<file path="src/rtl/cmd_sequencer.sv">
// Command sequencer: walks a command index FIRST_CMD..LAST_CMD with a start strobe, a two-phase
// ready_command handshake and an inter-command gap. Define CMD_SEQ_TIMEOUT_EN for the handshake watchdog.
module cmd_sequencer #(
    parameter int CMD_W       = 3,
    parameter int DELAY_W     = 25,
    parameter int DELAY       = 5,
    parameter int FIRST_CMD   = 0,
    parameter int LAST_CMD    = 7,
    parameter int TIMEOUT_CYC = 1000
) (
    input  logic             clk,
    input  logic             rst,
    input  logic             enable,
    input  logic             loop_mode,
    input  logic             abort,
    input  logic             ready_command,
    output logic [CMD_W-1:0] command,
    output logic             start,
    output logic             busy,
    output logic             done,
    output logic             error,
    output logic [2:0]       dbg_state
);

    // Handshake: start is a one-cycle strobe with command already stable; the slave accepts by
    // driving ready_command low, and completes by driving it high again. No other meaning is assumed.
    typedef enum logic [2:0] {
        ST_IDLE      = 3'd0,
        ST_SEND      = 3'd1,
        ST_ACK_WAIT  = 3'd2,
        ST_DONE_WAIT = 3'd3,
        ST_GAP       = 3'd4,
        ST_FINISH    = 3'd5
    } state_t;

    localparam logic [CMD_W-1:0]   FIRST    = CMD_W'(FIRST_CMD);
    localparam logic [CMD_W-1:0]   LAST     = CMD_W'(LAST_CMD);
    localparam logic [DELAY_W-1:0] GAP_LOAD = DELAY_W'(DELAY - 1);

    if (DELAY < 1 || FIRST_CMD < 0 || FIRST_CMD > LAST_CMD ||
        LAST_CMD > (2 ** CMD_W) - 1 || TIMEOUT_CYC < 1) begin : g_param_check
        $error("cmd_sequencer: illegal parameter set");
    end

    state_t             state, state_n;
    logic [CMD_W-1:0]   cmd_n;
    logic [DELAY_W-1:0] dly_cnt, dly_n;
    logic               hs_timeout;

    assign dbg_state = state;

`ifdef CMD_SEQ_TIMEOUT_EN
    localparam int WD_W = $clog2(TIMEOUT_CYC + 1);

    logic [WD_W-1:0] wd_cnt, wd_n;
    logic            err_n;

    assign hs_timeout = (wd_cnt == WD_W'(TIMEOUT_CYC - 1));

    always_ff @(posedge clk or negedge rst) begin
        if (!rst) begin
            wd_cnt <= '0;
            error  <= 1'b0;
        end else begin
            wd_cnt <= wd_n;
            error  <= err_n;
        end
    end
`else
    assign hs_timeout = 1'b0;
    assign error      = 1'b0;
`endif

    always_comb begin
        state_n = state;
        cmd_n   = command;
        dly_n   = dly_cnt;
`ifdef CMD_SEQ_TIMEOUT_EN
        err_n   = error;
        wd_n    = wd_cnt;
        if (state == ST_ACK_WAIT || state == ST_DONE_WAIT) begin
            wd_n = wd_cnt + WD_W'(1);
        end
`endif
        case (state)
            ST_IDLE: begin
                if (enable) state_n = ST_SEND;
            end
            ST_SEND: begin
                state_n = ST_ACK_WAIT;
`ifdef CMD_SEQ_TIMEOUT_EN
                wd_n    = '0;
`endif
            end
            ST_ACK_WAIT: begin
                if (hs_timeout) begin
                    state_n = ST_FINISH;
`ifdef CMD_SEQ_TIMEOUT_EN
                    err_n   = 1'b1;
`endif
                end else if (!ready_command) begin
                    state_n = ST_DONE_WAIT;
                end
            end
            ST_DONE_WAIT: begin
                // Completion on the last watchdog cycle still counts as a good handshake.
                if (ready_command) begin
                    state_n = ST_GAP;
                    dly_n   = GAP_LOAD;
                end else if (hs_timeout) begin
                    state_n = ST_FINISH;
`ifdef CMD_SEQ_TIMEOUT_EN
                    err_n   = 1'b1;
`endif
                end
            end
            ST_GAP: begin
                if (dly_cnt == '0) begin
                    if (command != LAST) begin
                        cmd_n   = command + CMD_W'(1);
                        state_n = ST_SEND;
                    end else if (loop_mode) begin
                        cmd_n   = FIRST;
                        state_n = ST_SEND;
                    end else begin
                        state_n = ST_FINISH;
                    end
                end else begin
                    dly_n = dly_cnt - DELAY_W'(1);
                end
            end
            ST_FINISH: begin
                if (!enable) begin
                    state_n = ST_IDLE;
                    cmd_n   = FIRST;
`ifdef CMD_SEQ_TIMEOUT_EN
                    err_n   = 1'b0;
`endif
                end
            end
            default: begin
                state_n = ST_IDLE;
                cmd_n   = FIRST;
            end
        endcase

        if (abort) begin
            state_n = ST_IDLE;
            cmd_n   = FIRST;
            dly_n   = '0;
`ifdef CMD_SEQ_TIMEOUT_EN
            wd_n    = '0;
            err_n   = 1'b0;
`endif
        end
    end

    // Outputs are registered decodes of the next state, so they move together with the state.
    always_ff @(posedge clk or negedge rst) begin
        if (!rst) begin
            state   <= ST_IDLE;
            command <= FIRST;
            start   <= 1'b0;
            busy    <= 1'b0;
            done    <= 1'b0;
            dly_cnt <= '0;
        end else begin
            state   <= state_n;
            command <= cmd_n;
            start   <= (state_n == ST_SEND);
            busy    <= (state_n != ST_IDLE) && (state_n != ST_FINISH);
            done    <= (state_n == ST_FINISH);
            dly_cnt <= dly_n;
        end
    end

endmodule

</file>
<file path="config.mk">
export PLATFORM = sky130hd
export DESIGN_NAME = cmd_sequencer
export DESIGN_NICKNAME = d
export VERILOG_FILES = /design/src/rtl/cmd_sequencer.sv
export SDC_FILE = /design/constraint.sdc
export NUM_CORES = 1
export LEC_CHECK = 0
export BUFFER_PORTS_ARGS = -buffer_cell sky130_fd_sc_hd__buf_2
export CAP_MARGIN = 25
export CORE_MARGIN = 1.5
export CORE_UTILIZATION = 55
export DETAILED_ROUTE_END_ITERATION = 10
export MAX_ROUTING_LAYER = met4
export PLACE_DENSITY_LB_ADDON = 0.15
export SYNTH_ARGS = -nofsm -noshare
export SYNTH_HDL_FRONTEND = slang
export SYNTH_SLANG_ARGS = --single-unit
</file>
<file path="constraint.sdc">
create_clock -name clk -period 3.06 [get_ports clk]
set_input_delay 0.612 -clock clk [delete_from_list [all_inputs] [get_ports clk]]
set_output_delay 0.612 -clock clk [all_outputs]
set_load 0.02 [all_outputs]
</file>
==> summary.txt <==
Status - complete, no violations
VDD IR max - 240 uV
First-pass GRT wire length - 6.98 mm
Avg WL per Cell - 15.7 um
Commonest cells in the netlist - dfrtp_1, nor2_1, a21oi_1
Number of global-route vias before repair - 1515
Chip Width - 63.7 um
Clk buf depth - 2
Worst setup path class - register to register
Fmax - 403 MHz
Final-report hold violation count - 0
Post-layout min period - 2.48 ns
Reg2Reg Setup Slack - 0.58 ns
GRT overflow - 0
Most common cell in the synthesized netlist - dfrtp_1
Antenna diodes - 0
Sequential fraction of the synthesis area - 0.419
Setup violations, final - 0
Mapped Cells - 207
# resized after CTS - 0
Die ar. - 0.00406 mm^2
Rows - 21
Via count - 1640
CP required - 3.25 ns
Setup TNS - 0 ns
Maxcap violations - 0
CTS Buf Count - 5
Count of cell types in the netlist - 63
YS warnings - 0
Crit start category - register
FFs w/ async S/R, synth - 1.00
All-Layer GR Usage - 0.227
CTS tree - yes
Final period utilization - 0.811
Top cells by area, synth - dfrtp_1, a21oi_1, or4_1
Top_reg_cell synth - dfrtp_1
Largest net degree at the start of global routing - 35
Mapped Nets - 216
DRT iter0 DRCs - 122
Critical Path End Type - register
Clock Tree Root - clkbuf_8
Clk slew on worst S/H paths - 0.07 ns
Slew Limit Fails - 0
Synth top area share - 0.419
DRT Pass-1 Iters - 4
PD cells - 397 mW/mm^2
Yosys reg bits - 34
Final #Nets - 226
Core Area - 0.00344 mm^2
ANT nets after route - 0
Worst Hold Class - input port to async pin
Relative slew slack - 0.474
Hold Buf Count CTS - 0
RSZ-0062 raised after global routing - no
Die height - 63.7 um
Cell taking the most area after synthesis - dfrtp_1
Leakage - 0.000953 uW
Vias per inst - 6.21
GP Congestion - 0.837
WHS - 0.400 ns
Starting Density - 0.590
HPWL after DPL - 2.89 mm
Worst slew pin tran - 0.789 ns
# port buffers - 14
Setup bufs post-CTS - 0
Fillers - 289
# DRC - 0
Fraction of layout cells with a size suffix above 1 - 0.165
Initial antenna violation count - 0
Mapped cell area - 0.00203 mm^2
CTS H-Tree Depth - 2
Max FO, Critical Path - 6
Skew final - 0.00747 ns
Routed wire length - 4.15 mm
Post-synth EDFFs - 0
Worst EP arrival - 2.67 ns
IO Count - 16
Clock Sinks - 34
Synth-to-layout area growth - 6.47%
Clk_lat worst skew - 0.28 ns
Post-Syn Area per Cell - 9.80 um^2
## per-stage QoR
| step | total power [uW] | util | cells | worst slack, ns | instance area (um^2) |
|---|---|---|---|---|---|
| floorplan | 507 | - | 207 | 0.851 | 2030 |
| finish | 857 | 0.628 | 264 | 0.579 | 2160 |
| global placement | 528 | 0.601 | 256 | 0.694 | 2070 |
| global route | 897 | 0.628 | 264 | 0.421 | 2160 |
| CTS | 865 | 0.628 | 264 | 0.601 | 2160 |
| detailed placement | 530 | 0.601 | 256 | 0.618 | 2070 |
## power by group
part	internal, uW	switching (uW)	leakage, uW
Clock	181	153	0.0000482
Sequential	455	7.84	0.000472
Combinational	17.3	42.5	0.000433
Total	654	203	0.000953
## layer usage
| metal | part of all wire | global-route usage | vias up |
|---|---|---|---|
| met5 | 0 | - | - |
| met4 | 0.0053 | 0.0625 | 0 |
| met3 | 0.036 | 0.0546 | 2 |
| met2 | 0.49 | 0.355 | 32 |
| met1 | 0.47 | 0.298 | 807 |
| li1 | - | - | 799 |
## critical path: stages, from the launching register on
cell,delay (ns)
dfrtp_1,0.43
inv_1,0.09
ha_1,0.22
or4b_1,0.62
nor3_4,0.31
o211ai_1,0.15
or4_1,0.42
a21oi_1,0.16
## cells by family (layout without fill, tap and decap cells)
family / Yosys count / after routing / share of synthesized area
other cells: 1 / 1 / 0.00185
simple gates: 87 / 87 / 0.285
mux: 1 / 1 / 0.00493
compound gates: 57 / 57 / 0.189
buf+inv: 18 / 29 / 0.0561
fa+ha+maj: 3 / 3 / 0.0185
flops: 34 / 34 / 0.419
xor+xnor: 6 / 6 / 0.0259
## path summary, 6_finish.rpt
check / startpoint / cells after the start / endpoint
max reg2reg: dly_cnt[0]$_DFFE_PN0P_ / 7 / dly_cnt[18]$_DFFE_PN0P_
min reg2reg: dly_cnt[2]$_DFFE_PN0P_ / 1 / dly_cnt[2]$_DFFE_PN0P_
max: dly_cnt[0]$_DFFE_PN0P_ / 7 / dly_cnt[18]$_DFFE_PN0P_
min in group clk: dly_cnt[2]$_DFFE_PN0P_ / 1 / dly_cnt[2]$_DFFE_PN0P_
max in group asynchronous: rst / 1 / dly_cnt[22]$_DFFE_PN0P_
min: rst / 1 / dly_cnt[11]$_DFFE_PN0P_
## flip-flops by register name, indices dropped and copies added (netlist names)
register   flops
command        3
dbg_state      3
start          1
busy           1
done           1
dly_cnt       25
## cell type report
cell class	count	area, um^2	share of cell area
Tap cell	46	57.6	0.0266
Clock inverter	1	5.00	0.00232
Multi-Input combinational cell	155	1060	0.493
Sequential cell	34	851	0.394
Timing Repair Buffer	14	70.1	0.0324
Clock buffer	7	86.3	0.0400
Inverter	7	26.3	0.0122
## cells in the final DEF, fill, tap and decap left out, types with 3 or more instances in the layout
cell | synthesis | routed
a21oi_1 | 19 | 19
buf_2 | 2 | 14
clkbuf_8 | 0 | 6
dfrtp_1 | 34 | 34
ha_1 | 3 | 3
inv_1 | 7 | 7
nand2b_1 | 4 | 4
nand3_1 | 5 | 5
nand4_1 | 3 | 3
nor2_1 | 21 | 21
nor3_1 | 3 | 3
o211ai_1 | 3 | 3
o21ai_0 | 6 | 6
o21ai_1 | 3 | 3
o31ai_1 | 10 | 10
or2_2 | 3 | 3
or3_1 | 10 | 10
or4_1 | 11 | 11
xnor2_1 | 3 | 3
xor2_1 | 3 | 3
Power figures use the tool's default switching activity.
